$ cat src/rtl/lcd_frame_packer.sv
// lcd_frame_packer: double-buffers 4x4 pixel frames from the LCD controller and
// streams each frame out as four packed rows of four pixels, with a per-frame sum.
module lcd_frame_packer #(
   parameter int PIX_W     = 8,
   parameter int FRAME_PIX = 16
) (
   input  logic               clk,
   input  logic               reset,
   input  logic [PIX_W-1:0]   pix_in,
   input  logic               pix_valid,
   input  logic               clr_ovf,
   output logic [4*PIX_W-1:0] out_data,
   output logic               out_valid,
   input  logic               out_ready,
   output logic [1:0]         out_row,
   output logic               out_last,
   output logic [11:0]        frame_sum,
   output logic               sum_valid,
   output logic               overflow
);

   localparam int          PTR_W    = $clog2(FRAME_PIX);
   localparam int          SUM_W    = 12;
   localparam int          ROWS     = FRAME_PIX / 4;
   localparam logic [1:0]  LAST_ROW = 2'(ROWS - 1);
   localparam logic [PTR_W-1:0] LAST_PTR = PTR_W'(FRAME_PIX - 1);

   typedef enum logic {IDLE, SEND} state_t;

   logic [PIX_W-1:0] mem [2][FRAME_PIX];
   logic [1:0]       full;
   logic             wr_bank;
   logic [PTR_W-1:0] wr_ptr;
   logic             rd_bank;
   state_t           state;
   logic [SUM_W-1:0] acc;

   logic             accept;
   logic             drop;
   logic             wr_done;
   logic             rd_done;
   logic [1:0]       next_row;
   logic [SUM_W-1:0] pix_ext;

   assign accept   = pix_valid && !full[wr_bank];
   assign drop     = pix_valid && full[wr_bank];
   assign wr_done  = accept && (wr_ptr == LAST_PTR);
   assign rd_done  = (state == SEND) && out_ready && (out_row == LAST_ROW);
   assign next_row = out_row + 2'd1;
   assign pix_ext  = SUM_W'(pix_in);

   // Row r of a bank, leftmost (lowest-addressed) pixel in the low bits.
   function automatic logic [4*PIX_W-1:0] pack_row(input logic bank, input logic [1:0] r);
      logic [4*PIX_W-1:0] row_bits;
      row_bits = '0;
      for (int k = 0; k < 4; k++) begin
         row_bits[k*PIX_W +: PIX_W] = mem[bank][PTR_W'(4 * int'(r) + k)];
      end
      return row_bits;
   endfunction

   // NOTE: pixel storage has no reset; the full flags alone decide what is valid,
   // so stale contents after reset are never read.
   always_ff @(posedge clk) begin
      if (accept) begin
         mem[wr_bank][wr_ptr] <= pix_in;
      end
   end

   // NOTE: all sequential state uses non-blocking assignments so every block
   // sees the pre-edge values of the others regardless of evaluation order.
   always_ff @(posedge clk or posedge reset) begin
      if (reset) begin
         wr_bank   <= 1'b0;
         wr_ptr    <= '0;
         acc       <= '0;
         frame_sum <= '0;
         sum_valid <= 1'b0;
         overflow  <= 1'b0;
      end else begin
         sum_valid <= 1'b0;
         if (accept) begin
            acc <= (wr_ptr == '0) ? pix_ext : acc + pix_ext;
            if (wr_done) begin
               wr_ptr    <= '0;
               wr_bank   <= ~wr_bank;
               frame_sum <= ((wr_ptr == '0) ? '0 : acc) + pix_ext;
               sum_valid <= 1'b1;
            end else begin
               wr_ptr <= wr_ptr + 1'b1;
            end
         end
         // A drop wins over a simultaneous clear so no lost pixel goes unreported.
         if (drop) begin
            overflow <= 1'b1;
         end else if (clr_ovf) begin
            overflow <= 1'b0;
         end
      end
   end

   // Writer sets and reader clears never target the same bank in one cycle:
   // the writer can only be on the read bank when that bank is already full.
   always_ff @(posedge clk or posedge reset) begin
      if (reset) begin
         full <= 2'b00;
      end else begin
         for (int b = 0; b < 2; b++) begin
            if (wr_done && (wr_bank == 1'(b))) begin
               full[b] <= 1'b1;
            end else if (rd_done && (rd_bank == 1'(b))) begin
               full[b] <= 1'b0;
            end
         end
      end
   end

   always_ff @(posedge clk or posedge reset) begin
      if (reset) begin
         state     <= IDLE;
         rd_bank   <= 1'b0;
         out_valid <= 1'b0;
         out_data  <= '0;
         out_row   <= '0;
         out_last  <= 1'b0;
      end else begin
         case (state)
            IDLE: begin
               if (full[rd_bank]) begin
                  state     <= SEND;
                  out_valid <= 1'b1;
                  out_data  <= pack_row(rd_bank, 2'd0);
                  out_row   <= 2'd0;
                  out_last  <= (LAST_ROW == 2'd0);
               end
            end
            SEND: begin
               if (out_ready) begin
                  if (out_row != LAST_ROW) begin
                     out_row  <= next_row;
                     out_data <= pack_row(rd_bank, next_row);
                     out_last <= (next_row == LAST_ROW);
                  end else begin
                     rd_bank  <= ~rd_bank;
                     out_row  <= 2'd0;
                     out_last <= (LAST_ROW == 2'd0);
                     // Other bank already complete: continue without an idle cycle.
                     if (full[~rd_bank]) begin
                        out_data <= pack_row(~rd_bank, 2'd0);
                     end else begin
                        state     <= IDLE;
                        out_valid <= 1'b0;
                     end
                  end
               end
            end
            default: state <= IDLE;
         endcase
      end
   end

endmodule

$ cat config.mk
export PLATFORM = sky130hd
export DESIGN_NAME = lcd_frame_packer
export DESIGN_NICKNAME = d
export VERILOG_FILES = /design/src/rtl/lcd_frame_packer.sv
export SDC_FILE = /design/constraint.sdc
export NUM_CORES = 1
export LEC_CHECK = 0
export ABC_AREA = 1
export CORE_MARGIN = 8
export CORE_UTILIZATION = 42
export CTS_BUF_LIST = sky130_fd_sc_hd__clkbuf_4 sky130_fd_sc_hd__clkbuf_8
export CTS_CLUSTER_SIZE = 20
export DETAILED_ROUTE_END_ITERATION = 12
export GPL_TIMING_DRIVEN = 0
export SLEW_MARGIN = 10
export SYNTH_ARGS = -nofsm -noshare
export SYNTH_HDL_FRONTEND = slang
export SYNTH_SLANG_ARGS = --single-unit
$ cat constraint.sdc
create_clock -name clk -period 2.7 [get_ports clk]
set_input_delay 0.54 -clock clk [delete_from_list [all_inputs] [get_ports clk]]
set_output_delay 0.54 -clock clk [all_outputs]
set_load 0.03 [all_outputs]
# == After elaboration in Yosys (flattened, before gate mapping) ==
# Memory sizes are Yosys's and may differ from the RTL's.
# Index checks and enable logic that the tools add are counted.
# totals
romBits,0
latchBits,0
ff_bits,71
n_memories,1
in_bits,13
ram_bits,256
# memory_table
name,words,word_bits,read_ports,rd_clocked_by_memory_dff,write_ports,line_no,rtl
mem,2,128,2,0,1,30,logic [PIX_W-1:0] mem [2][FRAME_PIX];
# classes
reduce_logical,20
n_mux,56
add_sub_neg,7
magnitude_cmp,9
n_eq_ne,9
n_bitwise,9
n_div,0
mul,0
shift,0
# ops
op,n
8-bit binary-select mux with 4-bit select,4
128-bit 2-to-1 mux,1
32-bit 2-to-1 mux,4
8-bit 2-to-1 mux,9
32-bit one-hot mux with 2 select lines,1
8-bit demux with 4-bit select,1
1-bit 2-to-1 mux,26
12-bit by 8-bit adder with 12-bit output,2
12-bit 2-to-1 mux,2
"4-bit by 5-bit greater-or-equal comparator with 1-bit output, second input constant",4
4-bit inverter,4
1-bit logical AND,10
"2-bit inequality test, second input constant",5
"4-bit by 1-bit adder with 4-bit output, second input constant",2
"4-bit by 2-bit adder with 4-bit output, second input constant",2
"1-bit by 2-bit less-than comparator with 1-bit output, second input constant",3
2-bit 2-to-1 mux,3
1-bit one-hot mux with 2 select lines,3
3-bit AND reduction,2
2-bit nonzero test,3
"5-bit greater-or-equal comparator, second input constant",1
"5-bit by 1-bit less-than comparator with 1-bit output, second input constant",1
4-bit inverter with 5-bit output,1
"2-bit == test, second input constant",2
10 further kinds,14

# == Logic depth before layout (Yosys ltp) ==
# Gate-level depths: netlist of the first run.
# logic_depth
word_depth,9
mapped_depth,17

# == Worst setup path after synthesis of the first run ==
# OpenSTA, ideal clock, no wires.
# synth_timing
path_kind,reg-to-reg
startpoint,reg wr_ptr[0]
endpoint,reg frame_sum[10]
n_path_buf,1
setup_time_ns,0.117
setup_slack_ns,0.120
t_required_ns,2.583
t_arrival_ns,2.462
path_stages_with_launch,16
path_cell_list,dfrtp_1 > inv_1 > ha_1 > nand3_1 > buf_4 > inv_2 > nor2_1 > ha_1 > inv_1 > fa_1 > o21ai_0 > nand3_1 > nand2_1 > nand3_1 > nand3_1 > nand2_1
# synth_between
elab_chain_len,3
# synth_rtl
item,line_no,rtl
from (decl),33,logic [PTR_W-1:0] wr_ptr;
from (signal assigned),90,wr_ptr <= wr_ptr + 1'b1;
4-bit logical NOT or 4-bit == test (tied branches),"87, 47",
12-bit 2-to-1 mux or 1-bit logical AND (tied branches),"87, 47",
12-bit by 8-bit adder with 12-bit output or 2-bit AND reduction (tied branches),n/a,
to (signal assigned),87,frame_sum <= ((wr_ptr == '0) ? '0 : acc) + pix_ext;
to (decl),17,"output logic [11:0] frame_sum,"
# Parallel ways exist; a longest one is shown, timed or not.
# A chain may end at the register's enable or synchronous reset.

# == Worst setup path in the final report of the first run ==
# layout_timing
startpoint,reg wr_bank
endpoint,"mem mem[1][49] in the netlist's numbering, enable pin"
# layout_between
elab_chain_len,6
# layout_rtl
item,line_no,rtl
from (decl),32,logic wr_bank;
from (signal assigned),86,wr_bank <= ~wr_bank;
1-bit 2-to-1 mux (implied by the code) (2 in a row),45,assign accept = pix_valid && !full[wr_bank];
1-bit logical NOT,45,
1-bit logical AND,45,
1-bit 2-to-1 mux,65,if (accept) begin
128-bit 2-to-1 mux (implied by the code),66,mem[wr_bank][wr_ptr] <= pix_in;
to (decl),30,
# Parallel ways exist; a longest one is shown, timed or not. The select of a mux whose other input is x is not followed.

==> reports/metrics.cfg, run 1 <==
[grt]
grt_usage = 0.192
gr-max-usage-layer = met2
use_met3 = 0.0404
grt_max_degree = 55
antenna_found_initial = 0
met1_usage = 0.260
use_met2 = 0.311
grt_pass1_wl_um = 62700
first_global_vias = 10900
gr-total-overflow = 0

[timing]
fmaxAchievable_mhz = 351
worstMarginPinSlew_ns = 1.13
setup_ws_ns = -0.147
fin_worst_skew_ns = 0.0438
finalCriticalPeriod_ns = 2.85
hold_viol_final = 0
timing.final.crit_share = 1.05
slew_headroom = 0.242
slew_viol_final = 0
rsz0062_at_grt = yes
setup_viol = 32

[yosys]
synth_area_leader_cell = edfxtp_1
synth-seq-cells = 327
synth_edf_count = 256
synthTopCellsByArea = edfxtp_1 (51%), dfrtp_1 (12%), nand2_1 (9.3%), o21ai_0 (4.2%), nor2_1 (3.5%)
synth_cells = 1530
syn_area_mm2 = 0.0152
yosysTopAreaCellShare = 0.507
synth-seq-area-share = 0.624
yosys_warnings = 0
syn_avg_cell_area_um2 = 9.92
synth_cell_types = 40
syn-num-nets = 1567
synthFlopType = edfxtp_1
synthArstFlopShare = 0.217

[clock_network]
cts_buffers = 54
clkTransAtPathRegs_ns = 0.06
cts.sinks = 327
clk_path_buf_depth = 3
root_buffer = clkbuf_8
cts_hold_buffers = 0
cts.htree.levels = 2
cts_tree = yes
clk_latency_ns = 0.63

[layout]
synthToLayoutAreaGrowth_pct = 16.1
stdcell_count = 2157
diodes = 0
nets = 1692
fill_cells = 3322
drive_above_1_share = 0.120

[critical_path]
crit_type = reg2reg
arrival_ns = 3.09
worst-r2r-setup-slack_ns = -0.15
r2r_end = mem[1][49]
r2r_cells = 7
required_ns = 2.95
reg2reg_from = wr_bank
cp_max_fo = 10
startpoint_type = flop
worstSetupEndpointType = flop

[route]
vias_per_cell = 5.21
wl_per_cell_um = 18.9
routed_wl_um = 40800
first_pass_iters = 5
drc = 0
first_iter_violations = 944
ant_nets = 0
vias = 11200

[placement]
port_buffers = 62
pre_cts_ws_ns = -0.531
placed_cells = 2058
hpwlAfterDp_um = 27500
place.gp.congestion = 0.872

[die]
fp.dieH_um = 206
die_x_um = 206
std_cell_rows = 69
die_area_mm2 = 0.0425
io_pins = 63
start_util = 0.427
core_mm2 = 0.0356

[power]
pwr_density_cell_mw_per_mm2 = 1180
ir_drop_mv = 0.630
leakage_nw = 7.11
p_total_mw = 20.7

[run_status]
violations = negative setup slack
status = complete, but fails checks

[run]
maxCapViolCount = 0

[min_path]
hold_class = in2async

[critical path, cell delays in order, from the launching register on]
cell     delay (ns)
dfrtp_1        0.33
buf_6          0.20
inv_4          0.13
o21ai_2        0.35
nand2_4        0.17
inv_4          0.15
nand2_1        0.23
nor3_1         0.93
[power by group]
part	switching, mW	internal [mW]	leakage (nW)
clock	1.95	2.30	0.571
combinational	6.74	3.23	3.37
sequential	0.354	6.15	3.17
total	9.04	11.7	7.11
[flip-flops by register name, indices dropped and copies added, names as in the netlist]
signal / cells
overflow: 1
state: 1
rd_bank: 1
acc: 12
wr_ptr: 4
mem: 256
out_valid: 1
sum_valid: 1
out_row: 2
full: 2
out_last: 1
frame_sum: 12
wr_bank: 1
out_data: 32
[per-layer routing]
| layer | share of wire | up-vias |
|---|---|---|
| met5 | 0 | - |
| met4 | 0.015 | 0 |
| met3 | 0.081 | 57 |
| met2 | 0.47 | 404 |
| met1 | 0.44 | 5286 |
| li1 | - | 5482 |
[cells by family after synthesis]
logic type | after synthesis | share of synthesized area
adders and majority gates | 24 | 0.0208
xor gates and xnor gates | 10 | 0.00577
AOI/OAI and AO/OA | 313 | 0.114
DFF | 327 | 0.624
buffers and inverters | 209 | 0.0627
and+or+nand+nor | 647 | 0.173
[what timing repair did]
item	in CTS	in global routing
pin swaps	1	1
resized for setup	14	15
endpoints found under the setup margin	123	187
setup buffers	2	2
[final cells by class]
cell class,count,area (um^2),area share
clock inverter,17,85.1,0.00483
tap,461,577,0.0327
sequential,327,9470,0.537
timing repair buffer,71,676,0.0384
inverter,122,465,0.0264
multi-input combinational,994,4890,0.278
buffer,85,488,0.0277
clock buffer,80,970,0.0551
[worst max path at each step]
stage,depth (start not counted),start,end
2_1_floorplan,15,wr_ptr[0],frame_sum[10]
3_3_place_gp,10,pix_in[0],frame_sum[10]
3_5_place_dp,12,out_row[0],out_data[18]
4_1_cts,7,wr_bank,mem[0][112]
5_1_grt,7,wr_bank,mem[0][85]
6_report,7,wr_bank,mem[1][49]
[per-stage QoR]
step	TNS (ns)	instance area [um^2]	utilization	hold slack (ns)
finish	-2.75	17600	0.495	0.210
global placement	-141.28	16400	0.460	0.464
CTS	-4.58	17500	0.493	0.168
global route	-12.56	17600	0.495	0.215
floorplan	0	15200	-	0.476
detailed placement	-31.57	16400	0.462	0.465
[Yosys cell counts, types with 2 or more instances]
cell,n
nor4_1,4
ha_1,22
a31oi_1,3
nor2_1,140
o22ai_1,3
nand2_4,2
inv_4,2
buf_6,15
nor3_1,19
o211ai_1,32
nand2_1,376
buf_1,7
a21oi_1,81
clkbuf_1,38
nand4_1,5
a22oi_1,4
a21oi_2,2
nor2_2,2
xor2_1,8
o21bai_1,3
fa_1,2
nand3_1,96
o21ai_0,126
edfxtp_1,256
inv_1,113
buf_2,24
xnor2_1,2
buf_4,2
o21ai_1,49
o21ai_2,6
inv_2,7
dfrtp_1,71
[layout by cell type (no fill, tap or decap), types with 4 or more instances in the layout]
cell type	n
edfxtp_1	256
buf_1	6
dfrtp_1	70
nor3_1	7
o21ai_2	6
buf_4	6
nor4_2	4
nor2_2	7
clkinv_2	7
nor3_2	11
clkdlybuf4s50_1	54
o21ai_1	49
inv_2	7
clkinv_1	8
buf_2	34
xor2_1	8
nor2_1	135
a21oi_1	80
inv_1	112
nand4_1	5
o211ai_1	32
nand3_1	95
clkbuf_1	34
a22oi_1	4
ha_1	20
o21ai_0	125
buf_6	16
clkbuf_4	21
nand2_1	376
clkbuf_8	59
Note: power is estimated with default switching activity, not from simulation.
==> run 2, diff against run 1 <==
--- a/config.mk
+++ b/config.mk
@@ -6,12 +6,13 @@
 export NUM_CORES = 1
 export LEC_CHECK = 0
 export ABC_AREA = 1
+export CAP_MARGIN = 20
 export CORE_MARGIN = 8
 export CORE_UTILIZATION = 42
 export CTS_BUF_LIST = sky130_fd_sc_hd__clkbuf_4 sky130_fd_sc_hd__clkbuf_8
-export CTS_CLUSTER_SIZE = 20
+export CTS_CLUSTER_SIZE = 40
 export DETAILED_ROUTE_END_ITERATION = 12
-export GPL_TIMING_DRIVEN = 0
+export GPL_TIMING_DRIVEN = 1
 export SLEW_MARGIN = 10
 export SYNTH_ARGS = -nofsm -noshare
 export SYNTH_HDL_FRONTEND = slang
==> run 2 against run 1 <==
  * First-iteration DRC count fell by 12%
  * Combinational power fell by 7.3%
  * Sequential share of layout area fell by 0.21 points
  * Register-to-register slack improved by 0.39 ns
  * Critical path type is now reg2out
  * Routed wire length fell by 4.0%
  * The run now ends clean
  * Highest routed layer unchanged
  * Largest power group unchanged
  * Count of clock-buffer cells in the layout fell by 6
  * Total power fell by 1.6%
  * Core utilization rose by 0.21 points
  * Critical endpoint is now out_row[0]
  * Global-route usage fell by 0.61 points
==> reports/metrics.cfg, run 2 (synthesis results as in run 1) <==
[layout]
final_area_mm2 = 0.0177  ; +0.43%
top_regs = mem: 256 flops, out_data: 32 flops
layout.cells.most_common = nand2_1
fill_cells = 3207  ; -3.5%
diodes = 0  ; unchanged
nets = 1674  ; -1.1%
stdcell_count = 2143  ; -0.65%
synthToLayoutAreaGrowth_pct = 16.6
regMostFlops = mem
largest_register_ffs = 256  ; unchanged
drive_above_1_share = 0.117  ; -0.00316
layout_common_cells = nand2_1 (376), edfxtp_1 (256), nor2_1 (140), o21ai_0 (125), inv_1 (112)

[placement]
port_buffers = 62  ; unchanged
dpl-instance-area_mm2 = 0.0166  ; +0.78%
pre_cts_ws_ns = -0.00713  ; +0.523 ns
placed_cells = 2042  ; -0.78%
place.gp.congestion = 0.839  ; -3.8%
hpwlAfterDp_um = 24000  ; -13%

[power]
internal_power_mw = 11.7  ; +0.32%
seq_power_share = 0.325  ; +0.011
comb_power_share = 0.454  ; -0.027
leakage_nw = 7.23  ; +1.6%
clkPwrFrac = 0.221  ; +0.016
power_switching_mw = 8.67  ; -4.1%
switching_share = 0.425  ; -0.0111
ir_drop_mv = 0.693  ; +10%
pwr_density_cell_mw_per_mm2 = 1150  ; -2.0%

[critical_path]
cp_max_fo = 10  ; unchanged
required_ns = 2.16  ; -0.79 ns
startpoint_type = flop
cp.depth = 1  ; -6
crit_type = reg2out
cp_top_family = buffers and inverters
worstPathCellList = clkdlybuf4s50_1
critPathBufInv = 1  ; -2
worstSetupEndpointType = output port
arrival_ns = 1.91  ; -1.18 ns
r2r_cells = 13  ; +6
cpMaxStageDelayCell = clkdlybuf4s50_1
crit_path_max_incr_delay_ns = 0.74  ; -0.19 ns

[grt]
first_global_vias = 10700  ; -1.5%
gr-total-overflow = 0  ; unchanged
grt_pass1_wl_um = 60900  ; -2.9%
antenna_found_initial = 0  ; unchanged
grt_max_degree = 91  ; +65%
grt_usage = 0.185  ; -0.00612

[timing]
slew_headroom = 0.650  ; +0.408
hold_viol_final = 0  ; unchanged
fmaxAchievable_mhz = 407  ; +16%
timing.final.crit_share = 0.909  ; -0.146
finalCriticalPeriod_ns = 2.45  ; -0.393 ns
slew_viol_final = 0  ; unchanged
worstMarginPinSlew_ns = 0.523  ; -0.605 ns
fin_worst_skew_ns = 0.0163  ; -0.0275 ns
setup_ws_ns = 0.246  ; +0.393 ns
rsz0062_at_grt = no
setup_viol = 0  ; -100%

[die]
fp.dieH_um = 206  ; unchanged
die_x_um = 206  ; unchanged
core_mm2 = 0.0356  ; unchanged
die_area_mm2 = 0.0425  ; unchanged
io_pins = 63  ; unchanged
std_cell_rows = 69  ; unchanged
start_util = 0.427  ; unchanged

[run_status]
status = finished clean

[route]
first_iter_violations = 832  ; -12%
first_pass_iters = 7  ; +2
vias = 11200  ; -0.64%
drc = 0  ; unchanged
routed_wl_um = 39200  ; -4.0%
vias_per_cell = 5.21  ; about the same
ant_nets = 0  ; unchanged
wl_per_cell_um = 18.3  ; -3.4%

[clock_network]
clkTransAtPathRegs_ns = 0.06  ; about the same
cts_hold_buffers = 0  ; unchanged
cts_tree = yes
cts.htree.levels = 2  ; unchanged
cts.sinks = 327  ; unchanged
clk_path_buf_depth = 3  ; unchanged
clk_latency_ns = 0.62  ; about the same
cts_buffers = 54  ; unchanged
root_buffer = clkbuf_8

[min_path]
hold_class = in2async

[run]
maxCapViolCount = 0  ; unchanged

==> run 2: area by class of cell <==
type / count / area [um^2] / area share
sequential: 327 / 9470 / 0.535
clock inverter: 27 / 184 / 0.0104
tap: 461 / 577 / 0.0326
inverter: 122 / 465 / 0.0263
timing repair buffer: 138 / 1290 / 0.0730
multi-input combinational: 994 / 4760 / 0.269
clock buffer: 74 / 943 / 0.0533
==> run 2: power groups by stage <==
stage                     registers [mW]  logic, mW  clock network [mW]
after floorplan                     7.23       5.79                   0
after global routing                6.73       10.3                4.82
final                               6.63       9.24                4.51
after CTS                           6.64       9.27                4.63
after detailed placement            6.73       9.23                   0
after global placement              6.71       9.11                   0
==> run 2: what timing repair did <==
action | in CTS | in global routing
setup buffers | 0 | 0
setup endpoints to repair | 0 | 4
gates resized for setup | 0 | 2
==> run 2: final timing paths <==
| check | from | end | slack [ns] |
|---|---|---|---|
| min in group clk | out_data[18] | out_data[18] | 0.48 |
| hold reg to reg | out_data[18] | out_data[18] | 0.48 |
| setup reg to reg | wr_ptr[0] | frame_sum[6] | 0.25 |
| hold / removal | reset | frame_sum[10] | 0.27 |
| max in group asynchronous | reset | rd_bank | 2.05 |
| setup / recovery | out_row[0] | out_row[0] | 0.25 |
==> run 2: per-stage QoR <==
stage	power, mW	hold slack [ns]	utilization	setup TNS (ns)
finish	20.4	0.266	0.497	0
global route	21.9	0.260	0.497	0
CTS	20.5	0.230	0.497	0
detailed placement	16.0	0.465	0.466	-0.00946
global placement	15.8	0.462	0.466	0
floorplan	13.0	0.476	-	0
==> run 2: worst register-to-register path, stage by stage, from the launching register on <==
cell and delay (ns):
dfrtp_1 0.40, inv_1 0.11, ha_1 0.24, nand3_1 0.15, inv_2 0.05, nor2_1 0.09
ha_1 0.17, inv_1 0.06, fa_1 0.41, o21ai_1 0.22, buf_4 0.16, a21oi_1 0.06
xor2_1 0.14, o21ai_1 0.07
==> run 2: layer usage <==
metal  global-route usage  routed length, um  vias to the layer above
met1                0.250              17200                     5322
li1                     -                  -                     5442
met2                0.301              18400                      322
met4               0.0654               1100                        0
met5                    0                  0                        -
met3               0.0303               2490                       71
